$ cat src/rtl/lsu_pkg.sv
// Shared types and constants for the load/store unit.
package lsu_pkg;

    typedef enum logic [1:0] {
        StIdle,
        StMemReq,
        StMemWait,
        StResp
    } lsu_state_e;

    localparam logic [1:0] LSU_SIZE_BYTE   = 2'b00;
    localparam logic [1:0] LSU_SIZE_HALF   = 2'b01;
    localparam logic [1:0] LSU_SIZE_WORD   = 2'b10;
    localparam logic [1:0] LSU_SIZE_DOUBLE = 2'b11;

    localparam logic [1:0] LSU_FAULT_NONE       = 2'd0;
    localparam logic [1:0] LSU_FAULT_MISALIGNED = 2'd1;
    localparam logic [1:0] LSU_FAULT_BUS        = 2'd2;
    localparam logic [1:0] LSU_FAULT_TIMEOUT    = 2'd3;

    // Access is illegal when the address is not size-aligned, or is a
    // double access on a 32-bit datapath.
    function automatic logic lsu_misaligned(input logic [2:0] addr_lsb,
                                            input logic [1:0] size,
                                            input logic       xlen64);
        logic bad;
        case (size)
            LSU_SIZE_BYTE: bad = 1'b0;
            LSU_SIZE_HALF: bad = addr_lsb[0];
            LSU_SIZE_WORD: bad = |addr_lsb[1:0];
            default:       bad = !xlen64 || (|addr_lsb);
        endcase
        return bad;
    endfunction

endpackage

$ cat src/rtl/lsu_byte_lane.sv
// Combinational byte-lane steering: load extract/extend, store shift/mask.
module lsu_byte_lane
    import lsu_pkg::*;
#(
    parameter int unsigned XLEN = 32
) (
    input  logic [1:0]                   size,
    input  logic                         is_unsigned,
    input  logic                         is_write,
    input  logic [$clog2(XLEN/8)-1:0]    offset,
    input  logic [XLEN-1:0]              store_data,
    input  logic [XLEN-1:0]              mem_rdata,
    output logic [XLEN-1:0]              load_data,
    output logic [XLEN-1:0]              write_data,
    output logic [XLEN/8-1:0]            write_mask
);

    localparam int unsigned NB = XLEN / 8;

    logic [XLEN-1:0] shifted;
    logic [XLEN-1:0] keep;
    logic [XLEN-1:0] msb;
    logic            sign;
    logic [6:0]      nbits;
    logic [3:0]      nbytes;
    logic [NB-1:0]   keep_b;

    // Load path: right-align the addressed lanes, then truncate and extend.
    // A full-width access shifts the one out entirely, so keep becomes all ones.
    always_comb begin
        nbits     = 7'd8 << size;
        shifted   = mem_rdata >> {offset, 3'b000};
        keep      = (XLEN'(1) << nbits) - XLEN'(1);
        msb       = keep & ~(keep >> 1);
        sign      = (|(shifted & msb)) & ~is_unsigned;
        load_data = (shifted & keep) | (sign ? ~keep : '0);
    end

    // Store path: move data into its lanes and build byte enables.
    always_comb begin
        nbytes     = 4'd1 << size;
        keep_b     = (NB'(1) << nbytes) - NB'(1);
        write_data = store_data << {offset, 3'b000};
        write_mask = is_write ? (keep_b << offset) : '0;
    end

endmodule

$ cat src/rtl/load_store_unit.sv
// Serial load/store engine: one request at a time onto a valid/ready memory port.
module load_store_unit
    import lsu_pkg::*;
#(
    parameter int unsigned XLEN           = 32,
    parameter int unsigned TIMEOUT_CYCLES = 0
) (
    input  logic                 clk,
    input  logic                 reset,
    input  logic                 req_valid,
    output logic                 req_ready,
    input  logic                 req_write,
    input  logic [1:0]           req_size,
    input  logic                 req_unsigned,
    input  logic [XLEN-1:0]      req_address,
    input  logic [XLEN-1:0]      req_store_data,
    output logic                 resp_valid,
    input  logic                 resp_ready,
    output logic [XLEN-1:0]      resp_load_data,
    output logic                 resp_fault,
    output logic [1:0]           resp_fault_cause,
    output logic                 mem_req_valid,
    input  logic                 mem_req_ready,
    output logic                 mem_write,
    output logic [XLEN-1:0]      mem_address,
    output logic [XLEN-1:0]      mem_write_data,
    output logic [XLEN/8-1:0]    mem_write_mask,
    input  logic                 mem_resp_valid,
    input  logic [XLEN-1:0]      mem_resp_data,
    input  logic                 mem_resp_error
);

    localparam int unsigned     NB         = XLEN / 8;
    localparam int unsigned     OFF_W      = $clog2(NB);
    localparam logic [XLEN-1:0] ALIGN_MASK = ~XLEN'(NB - 1);
    localparam logic [31:0]     TMO        = 32'(TIMEOUT_CYCLES);

    lsu_state_e      state_q, state_d;
    logic            write_q, write_d;
    logic            unsigned_q, unsigned_d;
    logic [1:0]      size_q, size_d;
    logic [XLEN-1:0] addr_q, addr_d;
    logic [XLEN-1:0] sdata_q, sdata_d;
    logic            stale_q, stale_d;
    logic [31:0]     wait_cnt_q, wait_cnt_d;
    logic            fault_q, fault_d;
    logic [1:0]      cause_q, cause_d;
    logic [XLEN-1:0] ldata_q, ldata_d;

    logic [XLEN-1:0] lane_load;
    logic            req_misaligned;

    assign req_misaligned = lsu_misaligned(3'(req_address[OFF_W-1:0]), req_size, XLEN == 64);

    lsu_byte_lane #(
        .XLEN(XLEN)
    ) u_byte_lane (
        .size        (size_q),
        .is_unsigned (unsigned_q),
        .is_write    (write_q),
        .offset      (addr_q[OFF_W-1:0]),
        .store_data  (sdata_q),
        .mem_rdata   (mem_resp_data),
        .load_data   (lane_load),
        .write_data  (mem_write_data),
        .write_mask  (mem_write_mask)
    );

    // Outputs decode from registered state only.
    assign req_ready        = (state_q == StIdle);
    assign resp_valid       = (state_q == StResp);
    assign mem_req_valid    = (state_q == StMemReq) && !stale_q;
    assign mem_write        = write_q;
    assign mem_address      = addr_q & ALIGN_MASK;
    assign resp_load_data   = ldata_q;
    assign resp_fault       = fault_q;
    assign resp_fault_cause = cause_q;

    // Next-state: request latch, memory handshake, timeout and stale tracking.
    always_comb begin
        state_d    = state_q;
        write_d    = write_q;
        unsigned_d = unsigned_q;
        size_d     = size_q;
        addr_d     = addr_q;
        sdata_d    = sdata_q;
        stale_d    = stale_q;
        wait_cnt_d = wait_cnt_q;
        fault_d    = fault_q;
        cause_d    = cause_q;
        ldata_d    = ldata_q;

        // A timed-out transaction's late response is swallowed here.
        if (stale_q && mem_resp_valid) begin
            stale_d = 1'b0;
        end

        case (state_q)
            StIdle: begin
                if (req_valid) begin
                    write_d    = req_write;
                    unsigned_d = req_unsigned;
                    size_d     = req_size;
                    addr_d     = req_address;
                    sdata_d    = req_store_data;
                    if (req_misaligned) begin
                        state_d = StResp;
                        fault_d = 1'b1;
                        cause_d = LSU_FAULT_MISALIGNED;
                        ldata_d = '0;
                    end else begin
                        state_d = StMemReq;
                    end
                end
            end
            StMemReq: begin
                if (mem_req_valid && mem_req_ready) begin
                    state_d    = StMemWait;
                    wait_cnt_d = '0;
                end
            end
            StMemWait: begin
                // A response on the timeout edge still counts as a completion.
                if (mem_resp_valid) begin
                    state_d = StResp;
                    fault_d = mem_resp_error;
                    cause_d = mem_resp_error ? LSU_FAULT_BUS : LSU_FAULT_NONE;
                    ldata_d = (mem_resp_error || write_q) ? '0 : lane_load;
                end else begin
                    wait_cnt_d = wait_cnt_q + 32'd1;
                    if (TIMEOUT_CYCLES != 0 && wait_cnt_d == TMO) begin
                        state_d = StResp;
                        fault_d = 1'b1;
                        cause_d = LSU_FAULT_TIMEOUT;
                        ldata_d = '0;
                        stale_d = 1'b1;
                    end
                end
            end
            default: begin
                if (resp_ready) begin
                    state_d = StIdle;
                end
            end
        endcase
    end

    // State and datapath registers.
    always_ff @(posedge clk or posedge reset) begin
        if (reset) begin
            state_q    <= StIdle;
            write_q    <= 1'b0;
            unsigned_q <= 1'b0;
            size_q     <= LSU_SIZE_BYTE;
            addr_q     <= '0;
            sdata_q    <= '0;
            stale_q    <= 1'b0;
            wait_cnt_q <= '0;
            fault_q    <= 1'b0;
            cause_q    <= LSU_FAULT_NONE;
            ldata_q    <= '0;
        end else begin
            state_q    <= state_d;
            write_q    <= write_d;
            unsigned_q <= unsigned_d;
            size_q     <= size_d;
            addr_q     <= addr_d;
            sdata_q    <= sdata_d;
            stale_q    <= stale_d;
            wait_cnt_q <= wait_cnt_d;
            fault_q    <= fault_d;
            cause_q    <= cause_d;
            ldata_q    <= ldata_d;
        end
    end

endmodule

$ cat config.mk
export PLATFORM = sky130hd
export DESIGN_NAME = load_store_unit
export DESIGN_NICKNAME = d
export VERILOG_FILES = /design/src/rtl/lsu_pkg.sv /design/src/rtl/lsu_byte_lane.sv /design/src/rtl/load_store_unit.sv
export SDC_FILE = /design/constraint.sdc
export NUM_CORES = 1
export LEC_CHECK = 0
export ABC_AREA = 0
export CAP_MARGIN = 20
export CORE_MARGIN = 3
export CORE_UTILIZATION = 47
export CTS_CLUSTER_DIAMETER = 40
export DETAILED_ROUTE_END_ITERATION = 12
export PLACE_DENSITY = 0.85
export SYNTH_ARGS = -nofsm -noshare
export SYNTH_HDL_FRONTEND = slang
export SYNTH_SLANG_ARGS = --single-unit
$ cat constraint.sdc
create_clock -name clk -period 9.8 [get_ports clk]
set_input_delay 1.47 -clock clk [delete_from_list [all_inputs] [get_ports clk]]
set_output_delay 1.47 -clock clk [all_outputs]
set_load 0.01 [all_outputs]
==> results.sh <==
export IMPL_ant_nets=0
export IMPL_wire_per_inst_um=19.2
export IMPL_crit_type="register to primary output"
export IMPL_worstMarginPinSlew_ns=1.06
export IMPL_synth_xor_area_share_pct=0
export IMPL_crit_required_ns=8.33
export IMPL_io_pins=214
export IMPL_die_h_um=113
export IMPL_overflow=0
export IMPL_stdcell_count=785
export IMPL_fin_crit_sh_pct=44.9
export IMPL_cts_root_buf="clkbuf_16"
export IMPL_synth_area_leaders="dfrtp_1, mux2_2, mux2i_1"
export IMPL_yosys_area_top_type="dfrtp_1"
export IMPL_diodes=0
export IMPL_grt_max_degree=69
export IMPL_yosys_warnings=0
export IMPL_place_detailed_hpwl_um=11300
export IMPL_yosysMostFrequentCell="dfrtp_1"
export IMPL_num_vias=4344
export IMPL_grt_first_pass_wirelength_um=24300
export IMPL_synthSimpleGateAreaFrac_pct=6.80
export IMPL_rsz0062_at_grt="no"
export IMPL_synth_compound_area_share_pct=12.6
export IMPL_first_iter_violations=251
export IMPL_leakagePower_uw=0.00326
export IMPL_syn_area_um2=5370
export IMPL_fin_util_pct=70.1
export IMPL_powerDensity_nw_per_um2=331
export IMPL_synthCells=473
export IMPL_path_clk_slew_ns=0.07
export IMPL_gp_congestion=0.891
export IMPL_antenna_found_initial=0
export IMPL_seq_area_um2=2630
export IMPL_post_cts_buffers=0
export IMPL_timing_rr_end="resp_load_data[26]$_DFFE_PP0P_"
export IMPL_synthFlopType="dfrtp_1"
export IMPL_timing_hold_violations_final=0
export IMPL_dr_pass1_iters=4
export IMPL_final_min_clock_period_ns=4.40
export IMPL_cp_end_kind="primary output"
export IMPL_cp_start_kind="register"
export IMPL_wl_um=15100
export IMPL_critPathMaxFanout=62
export IMPL_min_from="resp_load_data[1]$_DFFE_PP0P_"
export IMPL_fp_row_count=38
export IMPL_htreeDepth=3
export IMPL_synthMuxAreaShare_pct=22.9
export IMPL_arrival_ns=2.93
export IMPL_async_reset_ff_share_pct=100
export IMPL_layout_nets=753
export IMPL_maxSlewViolCount=0
export IMPL_grt_use_total_pct=24.0
export IMPL_synth_edf_count=0
export IMPL_fillerInstances=805
export IMPL_placed_cells=767
export IMPL_insertion_delay_ns=0.34
export IMPL_skew_ns=0.00827
export IMPL_ys_ff_latch=105
export IMPL_grt_pass1_vias=4544
export IMPL_start_util_pct=48.9
export IMPL_post_cts_resized=0
export IMPL_reg2reg_slack_ns=6.72
export IMPL_hold_class="register to register"
export IMPL_via_per_inst=5.53
export IMPL_cts_buffers=9
export IMPL_setup_violations_final=0
export IMPL_synth_fa_ha_area_share_pct=1.16
export IMPL_min_to="resp_load_data[1]$_DFFE_PP0P_"
export IMPL_multi_input_area_um2=2350
export IMPL_drv_cap=0
export IMPL_die_area_um2=12700
export IMPL_drive_gt1_share_pct=16.3
export IMPL_io_buffers=211
export IMPL_cts_num_sinks=105
export IMPL_clockBufferDepth=2
export IMPL_vdd_drop_max_v=0.000195
export IMPL_hold_buffers=0
export IMPL_fmax_mhz=227
export IMPL_cts_tree="done"
export IMPL_status="complete, no violations"
export IMPL_seq_area_frac_synth_pct=48.9
export IMPL_die_w_um=113
export IMPL_yosysTopAreaCellShare_pct=48.9
export IMPL_ys_top_cells_by_count="dfrtp_1, mux2_2, mux2i_1"
export IMPL_syn_area_per_cell_um2=11.4
export IMPL_timing_setup_tns_ns=0
export IMPL_r2r_cells=7
export IMPL_slew_headroom_pct=29.6
export IMPL_remaining_drc_errors=0
export IMPL_synth_distinct_cells=37
export IMPL_synth_top_family_by_area="multiplexers"
export IMPL_reg2reg_from="addr_q[0]$_DFFE_PP0P_"
export IMPL_fp_coreArea_um2=11000
export IMPL_min_delay_path_depth=2
export IMPL_syn_to_final_growth_pct=43.4
-- report_power, final --
group	switching [µW]	internal [µW]	leakage [µW]	total, µW
clock	151	244	0.000162	395
combinational	597	753	0.00179	1350
sequential	179	623	0.00130	801
total	927	1620	0.00326	2550
-- registers in the layout (all words and copies together) (netlist names) --
| signal | count |
|---|---|
| sdata_q | 32 |
| resp_fault | 1 |
| addr_q | 32 |
| state_q | 2 |
| unsigned_q | 1 |
| mem_write | 1 |
| resp_fault_cause | 2 |
| size_q | 2 |
| resp_load_data | 32 |
-- layer usage --
metal	global-route usage, %	share of wire (%)
met1	29.3	39
met2	39.8	49
met3	9.09	11
met4	6.57	1.4
met5	0	0
-- worst max-delay path by stage --
stage / startpoint / depth (start not counted) / endpoint
after floorplan: reset / 1 / addr_q[0]$_DFFE_PP0P_
after global placement: req_address[0] / 6 / resp_load_data[8]$_DFFE_PP0P_
after detailed placement: req_size[1] / 6 / resp_load_data[21]$_DFFE_PP0P_
after CTS: addr_q[1]$_DFFE_PP0P_ / 6 / mem_write_data[19]
after global routing: addr_q[1]$_DFFE_PP0P_ / 6 / mem_write_data[19]
final: addr_q[1]$_DFFE_PP0P_ / 6 / mem_write_data[19]
-- final cells by class --
class	instances	area share [%]
Inverter	9	0.471
Clock buffer	13	3.51
Sequential cell	105	34.1
Multi-Input combinational cell	298	30.5
Timing Repair Buffer	218	28.3
Tap cell	140	2.27
Clock inverter	2	0.780
-- through the flow --
step / total power [µW] / setup WS (ns) / hold WS [ns] / area, µm²
floorplan: 1570 / 5.57 / 0.471 / 5380
global placement: 2100 / 5.67 / 0.465 / 7330
detailed placement: 2140 / 5.53 / 0.477 / 7330
CTS: 2540 / 5.40 / 0.498 / 7660
global route: 2710 / 5.18 / 0.523 / 7700
finish: 2550 / 5.40 / 0.494 / 7700
-- worst max-delay path: stages (launching register included) --
cell	delay, ns
dfrtp_2	1.05
inv_1	0.28
nor2_1	0.21
buf_4	0.27
nand2_1	0.07
o21ai_0	0.09
clkdlybuf4s50_1	0.61
-- kinds of logic (layout without fill, tap and decap cells) --
family          count (synthesis)  count (layout)
simple gates                   79              79
flops                         105             105
other cells                     1               3
buf+inv                        72             242
mux                           112             112
fa+ha+maj                       5               5
compound gates                 99              99
-- cells in the final DEF (no fill, tap or decap), types with 9 or more instances in the layout --
cell type | netlist | routed
nor2b_1 | 10 | 10
a211oi_1 | 9 | 9
nand2_1 | 30 | 29
nor2_1 | 22 | 22
dfrtp_1 | 105 | 103
a221o_1 | 16 | 16
clkbuf_16 | 0 | 9
clkdlybuf4s50_1 | 0 | 211
and2_1 | 9 | 9
o21ai_0 | 27 | 27
mux2_2 | 77 | 77
a21oi_1 | 26 | 26
mux2i_1 | 33 | 33
No activity file was read; power rests on OpenSTA's default activity.
